<file path="config.mk">
export PLATFORM = sky130hd
export DESIGN_NAME = snap_trig_ctrl_flat
export DESIGN_NICKNAME = d
export VERILOG_FILES = /design/src/rtl/snap_pkg.sv /design/src/rtl/snap_trig_ctrl_if.sv /design/src/rtl/snap_edge_det.sv /design/src/rtl/snap_trig_ctrl.sv /design/src/flat_wrapper.sv
export SDC_FILE = /design/constraint.sdc
export NUM_CORES = 1
export LEC_CHECK = 0
export CAP_MARGIN = 20
export CORE_MARGIN = 3
export CORE_UTILIZATION = 40
export DETAILED_ROUTE_END_ITERATION = 8
export PLACE_DENSITY = 0.73
export SLEW_MARGIN = 25
export SYNTH_ARGS = -nofsm -noshare
export SYNTH_HDL_FRONTEND = slang
export SYNTH_SLANG_ARGS = --single-unit
</file>
<file path="constraint.sdc">
create_clock -name user_clk -period 4.9 [get_ports user_clk]
set_clock_uncertainty 0.05 [all_clocks]
set_input_delay 1.47 -clock user_clk [delete_from_list [all_inputs] [get_ports user_clk]]
set_output_delay 1.47 -clock user_clk [all_outputs]
set_load 0.05 [all_outputs]
</file>
<file path="src/rtl/snap_pkg.sv">
// Shared definitions for the snapshot capture sequencer: state codes,
// control-word field positions and status-word layout.
package snap_pkg;

  typedef enum logic [2:0] {
    ST_IDLE    = 3'd0,
    ST_ARMED   = 3'd1,
    ST_DELAY   = 3'd2,
    ST_CAPTURE = 3'd3,
    ST_DONE    = 3'd4
  } snap_state_e;

  localparam int ARM_BIT   = 0;
  localparam int EXT_BIT   = 1;
  localparam int ABORT_BIT = 2;
  localparam int DLY_LSB   = 16;
  localparam int DLY_MSB   = 27;

  localparam int STS_BUSY_BIT = 0;
  localparam int STS_DONE_BIT = 1;
  localparam int STS_CODE_LSB = 2;
  localparam int STS_CODE_MSB = 4;
  localparam int STS_CNT_LSB  = 16;
  localparam int STS_CNT_MSB  = 31;

  function automatic logic [31:0] build_status(input logic        busy,
                                               input logic        done,
                                               input logic [2:0]  code,
                                               input logic [15:0] count);
    logic [31:0] s;
    s = 32'd0;
    s[STS_BUSY_BIT]               = busy;
    s[STS_DONE_BIT]               = done;
    s[STS_CODE_MSB:STS_CODE_LSB]  = code;
    s[STS_CNT_MSB:STS_CNT_LSB]    = count;
    return s;
  endfunction

endpackage

</file>
<file path="src/rtl/snap_trig_ctrl_if.sv">
// Host control/status and sample/BRAM write signals of the capture sequencer.
interface snap_trig_ctrl_if #(
  parameter int ADDR_W = 10,
  parameter int DATA_W = 32
);
  logic [31:0]       ctrl_word;
  logic [DATA_W-1:0] din;
  logic              din_valid;
  logic              ext_trig;
  logic [ADDR_W-1:0] bram_addr;
  logic [DATA_W-1:0] bram_data;
  logic              bram_we;
  logic              busy;
  logic              done;
  logic [31:0]       status_word;

  modport master (
    output ctrl_word, din, din_valid, ext_trig,
    input  bram_addr, bram_data, bram_we, busy, done, status_word
  );

  modport slave (
    input  ctrl_word, din, din_valid, ext_trig,
    output bram_addr, bram_data, bram_we, busy, done, status_word
  );
endinterface

</file>
<file path="src/rtl/snap_edge_det.sv">
// Rising-edge detector; the history register resets high so a level that is
// already asserted when reset releases never produces a pulse.
module snap_edge_det (
  input  logic i_clk,
  input  logic i_rst_n,
  input  logic i_d,
  output logic o_pulse
);

  logic r_q;

  // delayed copy of the input level
  always_ff @(posedge i_clk or negedge i_rst_n) begin
    if (!i_rst_n) begin
      r_q <= 1'b1;
    end else begin
      r_q <= i_d;
    end
  end

  assign o_pulse = i_d & ~r_q;

endmodule

</file>
<file path="src/rtl/snap_trig_ctrl.sv">
// Snapshot capture sequencer: arm, wait for trigger, skip a number of valid
// samples, then write exactly 2^ADDR_W valid samples into the buffer.
module snap_trig_ctrl
  import snap_pkg::*;
#(
  parameter int ADDR_W = 10,
  parameter int DATA_W = 32
) (
  input  logic          user_clk,
  input  logic          user_rst_n,
  snap_trig_ctrl_if.slave bus
);

  localparam int DELAY_W = DLY_MSB - DLY_LSB + 1;
  localparam logic [ADDR_W:0]    DEPTH   = {1'b1, {ADDR_W{1'b0}}};
  localparam logic [ADDR_W:0]    CNT_ONE = {{ADDR_W{1'b0}}, 1'b1};
  localparam logic [DELAY_W-1:0] DLY_ONE = {{(DELAY_W-1){1'b0}}, 1'b1};

  logic               w_arm_pulse;
  logic               w_abort;
  logic               w_ext_en;
  logic [DELAY_W-1:0] w_dly;
  logic [ADDR_W:0]    w_count_inc;
  logic               w_unused_ctrl;

  snap_state_e        r_state;
  logic               r_busy;
  logic               r_done;
  logic               r_ext_en;
  logic [DELAY_W-1:0] r_dly_cnt;
  logic [ADDR_W:0]    r_count;
  logic [ADDR_W-1:0]  r_bram_addr;
  logic [DATA_W-1:0]  r_bram_data;
  logic               r_bram_we;
  logic [31:0]        r_status;

  snap_edge_det u_arm_edge (
    .i_clk   (user_clk),
    .i_rst_n (user_rst_n),
    .i_d     (bus.ctrl_word[ARM_BIT]),
    .o_pulse (w_arm_pulse)
  );

  assign w_abort       = bus.ctrl_word[ABORT_BIT];
  assign w_ext_en      = bus.ctrl_word[EXT_BIT];
  assign w_dly         = bus.ctrl_word[DLY_MSB:DLY_LSB];
  assign w_count_inc   = r_count + CNT_ONE;
  assign w_unused_ctrl = ^{bus.ctrl_word[31:DLY_MSB+1], bus.ctrl_word[DLY_LSB-1:ABORT_BIT+1]};

  // sequencer state, counters, buffer write port and status snapshot
  always_ff @(posedge user_clk or negedge user_rst_n) begin
    if (!user_rst_n) begin
      r_state     <= ST_IDLE;
      r_busy      <= 1'b0;
      r_done      <= 1'b0;
      r_ext_en    <= 1'b0;
      r_dly_cnt   <= '0;
      r_count     <= '0;
      r_bram_addr <= '0;
      r_bram_data <= '0;
      r_bram_we   <= 1'b0;
      r_status    <= 32'd0;
    end else begin
      r_status  <= build_status(r_busy, r_done, r_state, 16'(r_count));
      r_bram_we <= 1'b0;
      // abort dominates; the count is kept so the host can see how far it got
      if (w_abort) begin
        r_state <= ST_IDLE;
        r_busy  <= 1'b0;
        r_done  <= 1'b0;
      end else begin
        case (r_state)
          ST_IDLE, ST_DONE: begin
            if (w_arm_pulse) begin
              r_state   <= ST_ARMED;
              r_busy    <= 1'b1;
              r_done    <= 1'b0;
              r_count   <= '0;
              r_ext_en  <= w_ext_en;
              r_dly_cnt <= w_dly;
            end
          end
          ST_ARMED: begin
            if (!r_ext_en || bus.ext_trig) begin
              r_state <= (r_dly_cnt != '0) ? ST_DELAY : ST_CAPTURE;
            end
          end
          ST_DELAY: begin
            // the sample that empties the counter is skipped, not captured
            if (bus.din_valid) begin
              r_dly_cnt <= r_dly_cnt - DLY_ONE;
              if (r_dly_cnt == DLY_ONE) begin
                r_state <= ST_CAPTURE;
              end
            end
          end
          ST_CAPTURE: begin
            if (bus.din_valid) begin
              r_bram_we   <= 1'b1;
              r_bram_data <= bus.din;
              r_bram_addr <= r_count[ADDR_W-1:0];
              r_count     <= w_count_inc;
              if (w_count_inc == DEPTH) begin
                r_state <= ST_DONE;
                r_busy  <= 1'b0;
                r_done  <= 1'b1;
              end
            end
          end
          default: begin
            r_state <= ST_IDLE;
            r_busy  <= 1'b0;
            r_done  <= 1'b0;
          end
        endcase
      end
    end
  end

  assign bus.bram_addr   = r_bram_addr;
  assign bus.bram_data   = r_bram_data;
  assign bus.bram_we     = r_bram_we;
  assign bus.busy        = r_busy;
  assign bus.done        = r_done;
  assign bus.status_word = r_status;

endmodule

</file>
<file path="src/flat_wrapper.sv">
// flat-port wrapper written by rule: the top's interface ports become plain ports
module snap_trig_ctrl_flat import snap_pkg::*;
#(
  parameter int ADDR_W = 10,
  parameter int DATA_W = 32
)
  (user_clk, user_rst_n, bus_ctrl_word, bus_din, bus_din_valid, bus_ext_trig, bus_bram_addr, bus_bram_data, bus_bram_we, bus_busy, bus_done, bus_status_word);
  snap_trig_ctrl_if #(.ADDR_W(ADDR_W), .DATA_W(DATA_W)) bus_i ();
  input  logic user_clk;
  input  logic user_rst_n;
  input wire logic [$bits(bus_i.ctrl_word)-1:0] bus_ctrl_word;
  input wire logic [$bits(bus_i.din)-1:0] bus_din;
  input wire logic [$bits(bus_i.din_valid)-1:0] bus_din_valid;
  input wire logic [$bits(bus_i.ext_trig)-1:0] bus_ext_trig;
  output wire logic [$bits(bus_i.bram_addr)-1:0] bus_bram_addr;
  output wire logic [$bits(bus_i.bram_data)-1:0] bus_bram_data;
  output wire logic [$bits(bus_i.bram_we)-1:0] bus_bram_we;
  output wire logic [$bits(bus_i.busy)-1:0] bus_busy;
  output wire logic [$bits(bus_i.done)-1:0] bus_done;
  output wire logic [$bits(bus_i.status_word)-1:0] bus_status_word;
  assign bus_i.ctrl_word = bus_ctrl_word;
  assign bus_i.din = bus_din;
  assign bus_i.din_valid = bus_din_valid;
  assign bus_i.ext_trig = bus_ext_trig;
  assign bus_bram_addr = bus_i.bram_addr;
  assign bus_bram_data = bus_i.bram_data;
  assign bus_bram_we = bus_i.bram_we;
  assign bus_busy = bus_i.busy;
  assign bus_done = bus_i.done;
  assign bus_status_word = bus_i.status_word;
  snap_trig_ctrl #(.ADDR_W(ADDR_W), .DATA_W(DATA_W)) u_core (.user_clk(user_clk), .user_rst_n(user_rst_n), .bus(bus_i));
endmodule
</file>
==> results_dict.tcl <==
set metrics [dict create \
    worstPathMaxFanout 11 \
    syn_to_final_growth_pct 31.5 \
    mostFrequentLayoutCell "nand2_1" \
    timing.fmax_ghz 0.298 \
    n_antenna_cell 0 \
    hold_ws_ps 391 \
    slew_headroom_pct 43.0 \
    antenna_left 0 \
    place_ws_ps 1260 \
    hpwl_um 6380 \
    endpoint_kind "flop" \
    cap_violations 0 \
    cts_tree "done" \
    cts_max_level 3 \
    async_flop_share_pct 100 \
    seq_area_frac_synth_pct 54.9 \
    fin_ws_ps 1540 \
    dr.pass1.iters 4 \
    yosys_warnings 0 \
    crit_path_start_kind "input port" \
    fin_util_pct 54.3 \
    multi_input_area_sq_mm 0.00161 \
    cts_resized 0 \
    synth.distinct_cells 59 \
    avgSynthCellArea_sq_um 9.27 \
    drive_above_1_share_pct 5.74 \
    clock_path_buffers 2 \
    postRouteWirelength_um 9210 \
    die_height_um 107 \
    worstSkewPairLatency_ps 340 \
    grt_pass1_vias 3170 \
    register_area_sq_mm 0.00223 \
    route.detailed.drc 0 \
    tightest_slew_ps 856 \
    clkSinkCount 89 \
    routabilityCongestion 0.834 \
    rsz0062_at_grt "false" \
    via_per_inst 4.93 \
    final_cell_mix "138 x nand2_1, 110 x clkdlybuf4s50_1, 88 x dfrtp_1" \
    grt_usage_pct 16.9 \
    fin_crit_ps 3360 \
    die-area_sq_mm 0.0114 \
    vias 3318 \
    setup_tns_ps 0 \
    arrival_ps 3520 \
    required_ps 5070 \
    first_iter_violations 120 \
    die_width_um 107 \
    cts-root-buf "clkbuf_8" \
    power.leakage_nw 2.48 \
    ir_worst_vdd_mv 0.252 \
    grtUsageMet3_pct 5.18 \
    grt-ovfl-total 0 \
    grt_use_met2_pct 28.5 \
    power_density_mw_per_mm2 571 \
    netlist_area_sq_mm 0.00406 \
    cts_buffers 9 \
    fin_crit_sh_pct 68.5 \
    synth_seq_cells 89 \
    grtUsageMet1_pct 21.4 \
    start_util_pct 41.3 \
    finalHoldViolations 0 \
    synth-edff-count 0 \
    nets 608 \
    fillers 913 \
    grt_pass1_wl_um 15700 \
    wire_per_inst_um 13.7 \
    grt-busiest-layer "met2" \
    ios 145 \
    coreArea_sq_mm 0.00982 \
    io_buffers 111 \
    hold_class "reg2reg" \
    synth_top_flop_cell "dfrtp_1" \
    antenna_found_initial 0 \
    crit_type "in2reg" \
    drv_slew 0 \
    clk_pin_slew_ps 80 \
    postCtsSetupBuffers 0 \
    setup_viol 0 \
    rows 36 \
    synthCells 438 \
    grt_max_degree 90 \
    status "completed" \
    ctsHoldBuffers 0 \
]
-- critical path, stage by stage --
cell	delay (ps)
clkdlybuf4s50_1	740
and4bb_2	310
nand2_2	80
inv_2	40
nor2_1	510
o21ai_0	240
o41ai_1	120
-- state kept, by name, indices dropped and copies added, names as in the netlist --
| register | count |
|---|---|
| u_core.bus.done | 1 |
| u_core.bus.status_word | 16 |
| u_core.r_state | 3 |
| u_core.r_count | 11 |
| u_core.bus.busy | 1 |
| u_core.bus.bram_addr | 10 |
| u_core.bus.bram_we | 1 |
| u_core.u_arm_edge.r_q | 1 |
| u_core.bus.bram_data | 32 |
| u_core.r_ext_en | 1 |
| u_core.r_dly_cnt | 12 |
-- Yosys cell counts, types with 3 or more instances --
master	n	area share, %
nor2_1	22	2.0
nor3_1	8	0.99
o21ai_0	20	2.5
nand4_1	4	0.62
a21oi_1	11	1.4
o21ai_1	16	2.0
ha_1	4	1.2
inv_1	6	0.55
clkbuf_1	8	0.74
a31oi_1	6	0.92
a21o_1	4	0.74
a22oi_1	6	1.1
buf_2	14	1.7
dfrtp_1	88	54
and3_1	3	0.46
nand3_1	8	0.99
buf_4	17	3.1
nand2_1	138	13
-- where the power goes --
| part | internal (mW) | switching, mW | total [mW] |
|---|---|---|---|
| clock network | 0.233 | 0.240 | 0.473 |
| logic | 0.483 | 0.976 | 1.46 |
| registers | 0.954 | 0.160 | 1.11 |
-- metrics by stage --
step                      cells  area, sq um  power [mW]
final                       673         5340        3.05
after global placement      658         5150        2.55
after CTS                   673         5340        3.08
after global routing        673         5340        3.25
after floorplan             453         4120        2.13
after detailed placement    658         5160        2.60
-- final timing paths --
path,start,slack (ps),endpoint,depth (start not counted)
worst max-delay path,bus_ctrl_word[2],1540,u_core.r_count[5],7
worst min-delay path,u_core.bus.done,390,u_core.bus.status_word[1],0
worst max register to register,u_core.r_state[0],2410,u_core.r_dly_cnt[4],5
worst min register to register,u_core.bus.done,390,u_core.bus.status_word[1],0
max in group asynchronous,user_rst_n,3130,u_core.r_dly_cnt[2],1
min in group asynchronous,user_rst_n,1100,u_core.bus.bram_data[27],1
-- cell type report --
cell class	instances	area share, %
clock buffer	12	2.53
clock inverter	3	0.797
inverter	7	0.492
multi-input combinational	316	30.2
sequential	89	41.8
tap	133	3.12
timing repair buffer	113	21.1
-- cells by family after synthesis --
group	count (synthesis)	share of synthesized area [%]
DFF	89	54.9
other	1	0.0924
buffers and inverters	48	6.81
adders and majority gates	4	1.23
xor gates and xnor gates	2	0.432
and+or+nand+nor	207	22.7
AOI/OAI and AO/OA	84	13.1
muxes	3	0.771
-- routing by layer --
metal  vias up  wire (um)
met1      1588       4000
met2        92       4540
met4         0         73
met5         -          0
li1       1633          -
met3         5        596
(Power assumes the default switching activity.)
